<file path="src/rtl/ifm_scan_pkg.sv">
// Shared codes for the IFM scan controller and the IFM buffer that consumes its shift codes.
package ifm_scan_pkg;

  localparam int COORD_W = 8;

  // Buffer shift codes; the IFM buffer decodes these same values.
  localparam logic [2:0] RD_ALL   = 3'b111;
  localparam logic [2:0] RD_RIGHT = 3'b001;
  localparam logic [2:0] RD_DOWN  = 3'b010;
  localparam logic [2:0] RD_LEFT  = 3'b100;
  localparam logic [2:0] RD_KEEP  = 3'b000;

  typedef enum logic [1:0] {
    ST_IDLE    = 2'd0,
    ST_FETCH   = 2'd1,
    ST_WAIT_PE = 2'd2,
    ST_DONE    = 2'd3
  } state_e;

endpackage

</file>
<file path="src/rtl/ifm_scan_step.sv">
// Combinational snake-order step: given the current 3x3 window position and direction,
// produces the next window, the fetch needed to reach it, or flags the last window.
module ifm_scan_step
  import ifm_scan_pkg::*;
#(
  parameter int IFM_W = 8,
  parameter int IFM_H = 8
) (
  input  logic [COORD_W-1:0] i_row,
  input  logic [COORD_W-1:0] i_col,
  input  logic               i_east,
  output logic [2:0]         o_kind,
  output logic [COORD_W-1:0] o_row,
  output logic [COORD_W-1:0] o_col,
  output logic               o_east,
  output logic [COORD_W-1:0] o_frow,
  output logic [COORD_W-1:0] o_fcol,
  output logic               o_last
);

  localparam logic [COORD_W-1:0] COL_END = COORD_W'(IFM_W - 3);
  localparam logic [COORD_W-1:0] ROW_END = COORD_W'(IFM_H - 3);

  always_comb begin
    o_kind = RD_KEEP;
    o_row  = i_row;
    o_col  = i_col;
    o_east = i_east;
    o_frow = i_row;
    o_fcol = i_col;
    o_last = 1'b0;
    if (i_east && (i_col < COL_END)) begin
      o_kind = RD_RIGHT;
      o_col  = i_col + 8'd1;
      o_fcol = i_col + 8'd3;
    end else if (!i_east && (i_col != '0)) begin
      o_kind = RD_LEFT;
      o_col  = i_col - 8'd1;
      o_fcol = i_col - 8'd1;
    end else if (i_row < ROW_END) begin
      // Row end: step down one row, fetch the new bottom row, reverse direction.
      o_kind = RD_DOWN;
      o_row  = i_row + 8'd1;
      o_east = ~i_east;
      o_frow = i_row + 8'd3;
    end else begin
      o_last = 1'b1;
    end
  end

endmodule

</file>
<file path="src/rtl/ifm_scan_ctrl.sv">
// Snake-order 3x3 window scan controller for the IFM buffer.
// Optional IFM_SCAN_CTRL_STATS_EN adds stall_cnt/win_cnt statistics outputs.
module ifm_scan_ctrl
  import ifm_scan_pkg::*;
#(
  parameter int IFM_W = 8,
  parameter int IFM_H = 8
) (
  input  logic               clk,
  input  logic               rst,
  input  logic               start,
  output logic               rd_req,
  output logic [2:0]         rd_kind,
  output logic [COORD_W-1:0] rd_row,
  output logic [COORD_W-1:0] rd_col,
  input  logic               rd_valid,
  output logic [2:0]         ifm_read,
  output logic               win_valid,
  output logic [COORD_W-1:0] win_row,
  output logic [COORD_W-1:0] win_col,
  input  logic               pe_done,
  output logic               busy,
  output logic               done
`ifdef IFM_SCAN_CTRL_STATS_EN
  ,
  output logic [15:0]        stall_cnt,
  output logic [15:0]        win_cnt
`endif
);

  state_e               r_state;
  state_e               w_next;
  logic [COORD_W-1:0]   r_row, r_col, r_frow, r_fcol;
  logic                 r_east;
  logic [2:0]           r_kind;

  logic [2:0]           w_kind;
  logic [COORD_W-1:0]   w_row, w_col, w_frow, w_fcol;
  logic                 w_east, w_last;
  logic                 w_accept, w_advance;

  ifm_scan_step #(
    .IFM_W (IFM_W),
    .IFM_H (IFM_H)
  ) u_step (
    .i_row  (r_row),
    .i_col  (r_col),
    .i_east (r_east),
    .o_kind (w_kind),
    .o_row  (w_row),
    .o_col  (w_col),
    .o_east (w_east),
    .o_frow (w_frow),
    .o_fcol (w_fcol),
    .o_last (w_last)
  );

  assign w_accept  = (r_state == ST_IDLE) && start;
  assign w_advance = (r_state == ST_WAIT_PE) && pe_done && !w_last;

  always_ff @(posedge clk) begin
    if (rst) r_state <= ST_IDLE;
    else     r_state <= w_next;
  end

  always_comb begin
    w_next    = r_state;
    rd_req    = 1'b0;
    win_valid = 1'b0;
    busy      = 1'b0;
    done      = 1'b0;
    ifm_read  = RD_KEEP;
    case (r_state)
      ST_IDLE: begin
        if (start) w_next = ST_FETCH;
      end
      ST_FETCH: begin
        rd_req = 1'b1;
        busy   = 1'b1;
        if (rd_valid) begin
          ifm_read = r_kind;
          w_next   = ST_WAIT_PE;
        end
      end
      ST_WAIT_PE: begin
        win_valid = 1'b1;
        busy      = 1'b1;
        if (pe_done) w_next = w_last ? ST_DONE : ST_FETCH;
      end
      ST_DONE: begin
        done   = 1'b1;
        w_next = ST_IDLE;
      end
      default: w_next = ST_IDLE;
    endcase
  end

  // Window position, direction and pending fetch descriptor.
  always_ff @(posedge clk) begin
    if (rst) begin
      r_row  <= '0;
      r_col  <= '0;
      r_east <= 1'b1;
      r_kind <= RD_ALL;
      r_frow <= '0;
      r_fcol <= '0;
    end else if (w_accept) begin
      r_row  <= '0;
      r_col  <= '0;
      r_east <= 1'b1;
      r_kind <= RD_ALL;
      r_frow <= '0;
      r_fcol <= '0;
    end else if (w_advance) begin
      r_row  <= w_row;
      r_col  <= w_col;
      r_east <= w_east;
      r_kind <= w_kind;
      r_frow <= w_frow;
      r_fcol <= w_fcol;
    end
  end

  assign rd_kind = r_kind;
  assign rd_row  = r_frow;
  assign rd_col  = r_fcol;
  assign win_row = r_row;
  assign win_col = r_col;

`ifdef IFM_SCAN_CTRL_STATS_EN
  logic [15:0] r_stall_cnt, r_win_cnt;

  always_ff @(posedge clk) begin
    if (rst || w_accept) begin
      r_stall_cnt <= '0;
      r_win_cnt   <= '0;
    end else if (r_state == ST_FETCH) begin
      if (!rd_valid && (r_stall_cnt != 16'hFFFF)) r_stall_cnt <= r_stall_cnt + 16'd1;
      if (rd_valid) r_win_cnt <= r_win_cnt + 16'd1;
    end
  end

  assign stall_cnt = r_stall_cnt;
  assign win_cnt   = r_win_cnt;
`endif

endmodule
</file>
<file path="config.mk">
export PLATFORM = sky130hd
export DESIGN_NAME = ifm_scan_ctrl
export DESIGN_NICKNAME = d
export VERILOG_FILES = /design/src/rtl/ifm_scan_pkg.sv /design/src/rtl/ifm_scan_step.sv /design/src/rtl/ifm_scan_ctrl.sv
export SDC_FILE = /design/constraint.sdc
export NUM_CORES = 1
export LEC_CHECK = 0
export BUFFER_PORTS_ARGS = -buffer_cell sky130_fd_sc_hd__buf_2
export CORE_UTILIZATION = 48
export CTS_BUF_LIST = sky130_fd_sc_hd__clkbuf_8 sky130_fd_sc_hd__clkbuf_16
export CTS_CLUSTER_SIZE = 10
export DETAILED_ROUTE_END_ITERATION = 7
export GPL_TIMING_DRIVEN = 0
export PLACE_DENSITY = 0.81
export SLEW_MARGIN = 10
export SYNTH_ARGS = -nofsm -noshare
export SYNTH_HDL_FRONTEND = slang
export SYNTH_SLANG_ARGS = --single-unit
</file>
<file path="constraint.sdc">
create_clock -name clk -period 2.03 [get_ports clk]
set_input_delay 0.1015 -clock clk [delete_from_list [all_inputs] [get_ports clk]]
set_output_delay 0.1015 -clock clk [all_outputs]
set_load 0.03 [all_outputs]
</file>
# Yosys cells after proc, flatten, opt, wreduce, memory -nomap -nowiden
# Index checks and enable logic that the tools add are counted.
totals:
  reg_bits: 38
  latchBits: 0
  mem_bits_rw: 0
  romBits: 0
  inputBits: 5
  out_inout_bits: 42
  elab_cells: 59
  n_memories: 0
op_classes:
  addsub: 5
  n_mul: 0
  n_div: 0
  magnitude_cmp: 2
  n_eq_ne: 6
  shifts: 0
  n_mux: 23
  bitwise: 3
  reduce_logical: 13
op_table:
  columns: ["operator", "count"]
  rows:
  - ["2-to-1 mux 8 bit", 6]
  - ["adder 8 x 1 -> 8 bit (second input constant)", 2]
  - ["adder 8 x 2 -> 8 bit (second input constant)", 2]
  - ["< comparator 8 x 3 -> 1 bit (second input constant)", 2]
  - ["2-to-1 mux 3 bit", 4]
  - ["2-to-1 mux 2 bit", 5]
  - ["one-hot mux 2 bit (4 select lines)", 1]
  - ["nonzero test 8 bit", 1]
  - ["subtractor 8 x 1 -> 8 bit (second input constant)", 1]
  - ["2-to-1 mux 1 bit", 7]
  - ["inequality test 2 bit (second input constant)", 3]
  - ["logical AND 1 bit", 5]
  - ["== test 2 bit (second input constant)", 2]
  - ["AND reduction 4 bit", 1]
  - ["OR reduction 2 bit", 2]
  - ["NOT 1 bit", 3]
  - ["AND reduction 3 bit", 1]
  - ["== test 2 x 1 -> 1 bit (second input constant)", 1]
  - ["logical NOT 1 bit", 2]
  - ["logical NOT 2 bit", 1]

# Longest topological paths before layout
# Gate-level depths: netlist (run 1).
logic_depth:
  ltp_word: 7
  depth_mapped: 8
  mapped_depth_nobuf: 7

# By module
# A second synthesis (run 1) with hierarchy kept.
unflattened:
  hier_cells: 270
  hier_area_um2: 2138.3
by_module_without_submodules:
  columns: ["module", "instances", "cells_each", "area_each_um2", "seq_area_each_um2"]
  rows:
  - ["ifm_scan_ctrl", 1, 182, 1506.4, 760.7]
  - ["ifm_scan_step", 1, 88, 631.9, 0.0]

# Worst setup path after synthesis (run 1)
# No wires, ideal clock.
synth_path:
  path_type: "flip-flop to flip-flop"
  startpoint: "reg r_state[0]"
  endpoint: "reg r_row[2], in the netlist win_row[2]"
  setup_time_ps: 116
  arrival_time_ps: 2075
  t_required_ps: 1914
  setup_slack_ps: -161
  path_stages_with_launch: 8
  n_path_buf: 0
  period_less_slack_ps: 2191
  path_cell_list: "dfxtp_1 -> inv_1 -> ha_1 -> nand2_1 -> or4_4 -> a21oi_4 -> a21oi_1 -> a31o_2"
synth_between:
  elab_chain_len: 4
  elab_cells_between_ends: 7
  classes_between: "eq/ne: 1; reduce/logical: 6"
synth_lines:
  columns: ["item", "line_no", "source"]
  rows:
  - ["start: declaration", "ifm_scan_ctrl.sv:31", "state_e r_state;"]
  - ["start signal: assignment", "ifm_scan_ctrl.sv:63", "else r_state <= w_next;"]
  - ["== test 2 bit", "ifm_scan_ctrl.sv:59", "assign w_advance = (r_state == ST_WAIT_PE) && pe_done && !w_last;"]
  - ["logical AND 1 bit (2 in a row)", "ifm_scan_ctrl.sv:59", null]
  - ["AND reduction 4 bit (no line)", null, null]
  - ["end signal: assignment", "ifm_scan_ctrl.sv:115", "r_row <= w_row;"]
  - ["end: declaration", "ifm_scan_ctrl.sv:33", "logic [COORD_W-1:0] r_row, r_col, r_frow, r_fcol;"]
# Parallel ways exist; a longest one is shown, timed or not.
# A chain may end at the register's enable or synchronous reset.

# Worst setup path in the final report (run 1)
layout_path:
  startpoint: "reg r_row[7], in the netlist win_row[7]"
  endpoint: "reg r_row[2], in the netlist win_row[2]"
layout_between:
  elab_chain_len: 7
layout_lines:
  columns: ["item", "line_no", "source"]
  rows:
  - ["< comparator 8 x 3 -> 1 bit (*)", "ifm_scan_step.sv:40", "end else if (i_row < ROW_END) begin"]
  - ["2-to-1 mux 1 bit", "ifm_scan_step.sv:40", null]
  - ["2-to-1 mux 1 bit", "ifm_scan_step.sv:36", "end else if (!i_east && (i_col != '0)) begin"]
  - ["2-to-1 mux 1 bit", "ifm_scan_step.sv:32", "if (i_east && (i_col < COL_END)) begin"]
  - ["logical NOT 1 bit", "ifm_scan_ctrl.sv:59", null]
  - ["logical AND 1 bit", "ifm_scan_ctrl.sv:59", null]
  - ["AND reduction 4 bit (no line) (*)", null, null]
# Every way passes the cells marked *; elsewhere a longest branch is shown, timed or not.

==> metrics, run 1 <==
status=completed; Worst-Skew Late Latency=0.30 ns; crit path launch type=flip-flop; area grow syn2layout=30.5%; Syn Nets=around 250; Post-synth EDFFs=0; Yosys cell types=56; register area share after synthesis=0.375; largest family of logic cells by synthesized area=simple AND/OR/NAND/NOR gates; layout cell share with drive strength beyond 1=0.384; grt ovf=0; CTS Sinks=37; CTS tree=done; endpoints failing setup=0; Initial DRT Pass Iterations=4; largest net degree at the start of global routing=13; Synth Area in Simple Gates=0.229; nets@finish=between 300 and 400; slowest CP cell=or4_4; worst-margin pin slew=approximately 0.56 ns; final hold vios=0; Highest Clock Rate=0.494 GHz; leakage=1.14 nW; compound-cell area share of the yosys netlist=0.221; DRC viols=0; Crit path top cell by count=or4_4; first-pass GRT wire length=8.06 mm; post-route ant nets=0; post-DP HPWL=roughly 3.6 mm; htree depth=2; FF+latch count, synth=37; Cell Pwr Density=between 800 and 900 mW/mm2; cell area after layout=0.00258 mm2; Cell Area, Placed=between 0.002 and 0.0025 mm2; Worst IR Drop VDD=0.358 mV; Mapped Avg Cell Area=roughly 8.6 um2; root buf cell=clkbuf_8; net switching power=917 uW; Synth Instances=230; Vias/cell=5.74; unrepaired setup endpoints after global routing=yes; crit share post-route=0.998; Final Max Tran Viols=0; die footprint=0.00438 mm2; crit-path cells=or4_4 -> or4_4 -> a21oi_4 -> a21oi_1 -> a31o_2; Internal=1.38 mW; Final min period=slightly above 2 ns; routed length per instance=15.4 um; vias post-DR=1934; combinational power share=0.386; Initial Util=0.520; vias in the first global route=1676; Max Cap Viol=0; Most used DFF post-synth=dfxtp_1; Synth Area in Adders=0.0633; Setup CP Type=flip-flop to flip-flop; initial antenna violation count=0; final WL=5.19 mm; Site Rows=22; WP data required=about 2.2 ns; chip height=roughly 66 um; IO Port Bufs=46; CP Data Arrival Time=2.22 ns; Synth top area share=0.375; total core area=around 0.0038 mm2; power share of the sequential group=0.372; top post-synthesis cells by area=dfxtp_1 (37%), ha_1 (6.3%), a21oi_1 (4.8%); maximum buffer depth of the clock tree=2; # IOs=47; Netlist Area Pre-Place=0.00198 mm2; Max-slew headroom=0.625; Setup Skew=0.00789 ns; total CTS buffers=5; gr usage total=0.245; Async S/R FF share, synth=0; cts hold-fix bufs=0; post-synthesis mux area share=0.0215; worst stage delay on the critical path=0.57 ns; routability-driven placement congestion ratio=0.910; most frequent cell after synthesis=dfxtp_1; Reg clk slew, reported paths=around 0.08 ns; Yosys Warn Count=0; Fin Setup TNS=0 ns; Synth Area in XOR/XNOR=0.0355; Switching Fraction=0.400; CP endpoint kind=flip-flop; Clock Power Share=0.243; Post-synth top cells=dfxtp_1 (37), nor2_1 (23), nand2_1 (20), a21oi_1 (19), inv_1 (11); DIE WIDTH=66.2 um; # diodes=0; top cell type by total area after synthesis=dfxtp_1; initial drt markers=107; crit path max fanout=6; Min-Delay Path Class=input pin to flip-flop
==> through the flow <==
stage | power (mW) | utilization | instances | setup slack, ns | hold slack, ns
global placement | 1.63 | 0.598 | 324 | -0.191 | 0.319
detailed placement | 1.64 | 0.598 | 324 | -0.248 | 0.323
global route | 2.40 | 0.679 | 337 | -0.0473 | 0.0169
finish | 2.30 | 0.679 | 337 | 0.00479 | 0.00866
floorplan | 1.44 | - | 230 | -0.0255 | 0.174
CTS | 2.22 | 0.651 | 333 | -0.0367 | 0.0162
==> routing by layer <==
metal / up-vias / GRT usage / routed length (um)
li1: 943 / - / -
met1: 905 / 0.345 / 2460
met2: 75 / 0.356 / 2290
met3: 11 / 0.0655 / 330
met4: 0 / 0.0878 / 110
met5: - / 0 / 0
==> logic make-up (layout without fill, tap and decap cells) <==
group,Yosys count,count (layout)
fa+ha+maj,10,10
compound gates,62,62
mux,4,4
xor+xnor,8,8
buf+inv,23,82
simple gates,86,86
flops,37,37
==> worst max-delay path: cells and delay by family, from the launching register on <==
kind / cells / cell delay, ns
flip-flops: 1 / 0.33
AND/OR/NAND/NOR: 2 / 1.03
AO/OA/AOI/OAI: 3 / 0.56
==> area by class of cell <==
type	count	area (um2)
clock buffer	6	82.6
multi-input combinational	170	1260
fill	325	1220
timing repair buffer	53	295
tap	48	60.1
inverter	11	41.3
buffer	10	68.8
sequential	37	753
clock inverter	2	13.8
==> power groups by stage <==
stage,sequential [mW],combinational [mW],clock [mW]
after floorplan,0.949,0.490,0
after global placement,0.858,0.772,0
after detailed placement,0.860,0.782,0
after CTS,0.848,0.818,0.554
after global routing,0.860,0.952,0.587
final,0.853,0.886,0.557
==> placed cells by master (no fill, tap or decap), types with 3 or more instances in the layout <==
cell,count
nand3_1,5
inv_1,8
nor2_1,23
dfxtp_1,29
buf_2,48
nand2b_1,3
or4_4,3
buf_4,7
nor3_1,4
and3_1,4
a211oi_1,6
dfxtp_2,7
nor2b_1,3
and2_1,4
clkbuf_8,6
ha_1,7
o21ai_0,10
inv_2,3
a21oi_1,18
xnor2_1,6
nand2_1,18
buf_6,3
==> registers in the layout, indices dropped and copies added, names as in the netlist <==
signal	count
rd_row	8
win_col	8
win_row	8
rd_col	7
rd_kind	3
r_state	2
r_east	1
==> final timing paths <==
kind / start / end / slack [ns] / depth (start not counted)
setup / recovery: win_row[7]$_SDFFE_PP0P_ / win_row[2]$_SDFFE_PP0P_ / 0.005 / 5
hold / removal: rst / r_state[0]$_SDFFE_PP0P_ / 0.009 / 2
setup reg to reg: win_row[7]$_SDFFE_PP0P_ / win_row[2]$_SDFFE_PP0P_ / 0.005 / 5
hold reg to reg: rd_row[7]$_SDFFE_PP0P_ / rd_row[7]$_SDFFE_PP0P_ / 0.45 / 2
==> timing repair <==
item / 4_1_cts / 5_1_grt
setup endpoints to repair: 27 / 22
resized for setup: 19 / 23
pin swaps: 4 / 5
buffers inserted: 1 / 6
(Power assumes the default switching activity.)
==> inputs of run 2 (changes only) <==
--- a/config.mk
+++ b/config.mk
@@ -5,13 +5,13 @@
 export SDC_FILE = /design/constraint.sdc
 export NUM_CORES = 1
 export LEC_CHECK = 0
-export BUFFER_PORTS_ARGS = -buffer_cell sky130_fd_sc_hd__buf_2
-export CORE_UTILIZATION = 48
+export CORE_UTILIZATION = 50
 export CTS_BUF_LIST = sky130_fd_sc_hd__clkbuf_8 sky130_fd_sc_hd__clkbuf_16
 export CTS_CLUSTER_SIZE = 10
 export DETAILED_ROUTE_END_ITERATION = 7
+export DONT_BUFFER_PORTS = 1
 export GPL_TIMING_DRIVEN = 0
-export PLACE_DENSITY = 0.81
+export PLACE_DENSITY = 0.74
 export SLEW_MARGIN = 10
 export SYNTH_ARGS = -nofsm -noshare
 export SYNTH_HDL_FRONTEND = slang
==> metrics, run 2 (synthesis gave the netlist of run 1 again) <==
root buf cell=clkbuf_8; Clock Power Share=0.231 (-0.012); Final min period=2.11 ns (+0.0860 ns); initial drt markers=135 (+26%); unrepaired setup endpoints after global routing=yes; Worst IR Drop VDD=0.435 mV (+22%); IO Port Bufs=0 (-100%); failing checks=negative setup slack; filler instances=286 (-12%); routed length per instance=18.5 um (+20%); combinational power share=0.347 (-0.039); cell area after layout=0.00245 mm2 (-4.9%); # diodes=0 (unchanged); Setup CP Type=flip-flop to flip-flop; Max-slew headroom=0.641 (+0.0169); WP data required=2.23 ns (about the same); reg2reg start=win_row[7]$_SDFFE_PP0P_; net switching power=924 uW (+0.77%); total core area=0.00372 mm2 (-2.2%); most frequent cells in the layout=dfxtp_1 (25), nor2_1 (22), nand2_1 (18), a21oi_1 (17), buf_4 (14); Final Max Tran Viols=0 (unchanged); Switching Fraction=0.412 (+0.0125); htree depth=2 (unchanged); post-DP HPWL=3.49 mm (-2.9%); DRC viols=0 (unchanged); Worst-Skew Late Latency=0.30 ns (about the same); Site Rows=22 (unchanged); # IOs=47 (unchanged); nets@finish=266 (-12%); power share of the sequential group=0.422 (+0.050); vias post-DR=1866 (-3.5%); CP endpoint kind=flip-flop; initial antenna violation count=0 (unchanged); total CTS buffers=5 (unchanged); DIE WIDTH=64.9 um (-2.0%); worst-margin pin slew=0.537 ns (-0.0261 ns); Hold Path Stages=3 (+1); routability-driven placement congestion ratio=0.877 (-3.6%); crit path max fanout=6 (unchanged); WHS Endpoint=rd_row[1]$_SDFFE_PP0P_; CTS tree=done; Cell Area, Placed=0.00204 mm2 (-10%); CP startpoint=win_row[7]$_SDFFE_PP0P_; Setup Skew=0.00561 ns (-0.00228 ns); final hold vios=0 (unchanged); CTS Sinks=37 (unchanged); Initial Util=0.532 (+0.0116); Internal=1.32 mW (-4.3%); leakage=0.958 nW (-16%); commonest non-fill, non-tap cell in the layout=dfxtp_1; Min-Delay Path Class=input pin to flip-flop; Cell Pwr Density=914 mW/mm2 (+2.7%); largest net degree at the start of global routing=13 (unchanged); die footprint=0.00421 mm2 (-3.9%); RR Endpoint=win_row[2]$_SDFFE_PP0P_; Initial DRT Pass Iterations=4 (unchanged); Max Cap Viol=0 (unchanged); layout cell share with drive strength beyond 1=0.317 (-0.0666); final WL=5.56 mm (+7.1%); CP Data Arrival Time=2.31 ns (+0.09 ns); Highest Clock Rate=0.474 GHz (-4.1%); post-route ant nets=0 (unchanged); grt ovf=0 (unchanged); chip height=64.9 um (-2.0%); status=finished with violations; area grow syn2layout=24.1%; hold path start=rst; first-pass GRT wire length=8.63 mm (+7.0%); gr usage total=0.272 (+0.0261); Reg clk slew, reported paths=0.08 ns (about the same); Vias/cell=6.22 (+8.4%); vias in the first global route=1740 (+3.8%); cells on worst reg2reg path=5 (unchanged); endpoints failing setup=17 (+17); maximum buffer depth of the clock tree=2 (unchanged); flop2flop setup slack=-0.08 ns (-0.09 ns); Tot Pwr=2.24 mW (-2.3%); Final WS setup=-0.0812 ns (-0.0860 ns); crit path launch type=flip-flop; crit share post-route=1.04 (+0.0424)
## run 2: timing repair
action / CTS / global route
setup buffers: 4 / 7
resized for setup: 44 / 19
pin swaps: 6 / 11
hold buffers: 1 / 0
setup endpoints to repair: 29 / 29
cloned: 2 / 1
endpoints found under the hold margin: 2 / 0
## run 2: per-layer routing
metal,vias up,routed length [um],global-route usage
li1,872,-,-
met1,884,2410,0.345
met2,91,2560,0.421
met3,19,423,0.0687
met4,0,170,0.139
met5,-,0,0
## run 2: area by class of cell
| type | count | area [um2] | area share |
|---|---|---|---|
| sequential | 37 | 773 | 0.315 |
| timing repair buffer | 15 | 116 | 0.0474 |
| clock inverter | 3 | 17.5 | 0.00714 |
| inverter | 11 | 46.3 | 0.0189 |
| tap | 48 | 60.1 | 0.0245 |
| multi-input combinational | 170 | 1290 | 0.525 |
| buffer | 11 | 82.6 | 0.0337 |
| clock buffer | 5 | 68.8 | 0.0281 |
## run 2: worst max path at each step
| stage | to | slack [ns] | cells past startpoint |
|---|---|---|---|
| floorplan | win_row[2]$_SDFFE_PP0P_ | -0.03 | 7 |
| global placement | rd_col[7]$_SDFFE_PP0P_ | -0.35 | 7 |
| global route | win_col[3]$_SDFFE_PP0P_ | -0.14 | 7 |
| CTS | win_row[2]$_SDFFE_PP0P_ | -0.08 | 5 |
| finish | win_row[2]$_SDFFE_PP0P_ | -0.08 | 5 |
| detailed placement | win_col[7]$_SDFFE_PP0P_ | -0.40 | 7 |
## run 2: power groups by stage
| stage | registers, mW | logic [mW] | clock network [mW] |
|---|---|---|---|
| CTS | 0.950 | 0.711 | 0.525 |
| detailed placement | 0.966 | 0.601 | 0 |
| global placement | 0.964 | 0.596 | 0 |
| floorplan | 0.949 | 0.490 | 0 |
| finish | 0.946 | 0.779 | 0.518 |
| global route | 0.956 | 0.833 | 0.562 |
## run 2: per-stage QoR
stage	setup slack [ns]	utilization	TNS (ns)	cells	hold WS, ns
6_report	-0.0812	0.660	-0.753	300	0.0586
5_1_grt	-0.142	0.660	-1.92	300	0.0699
4_1_cts	-0.0774	0.629	-0.569	293	0.0371
3_5_place_dp	-0.401	0.550	-7.19	278	0.177
3_3_place_gp	-0.351	0.550	-6.39	278	0.176
2_1_floorplan	-0.0255	-	-0.0255	230	0.174
## run 2: worst max-delay path, stage by stage, from the launching register on
cell	delay (ns)
dfxtp_4	0.39
or4_4	0.58
or4_4	0.46
a21oi_4	0.26
a21oi_1	0.11
a31o_2	0.21
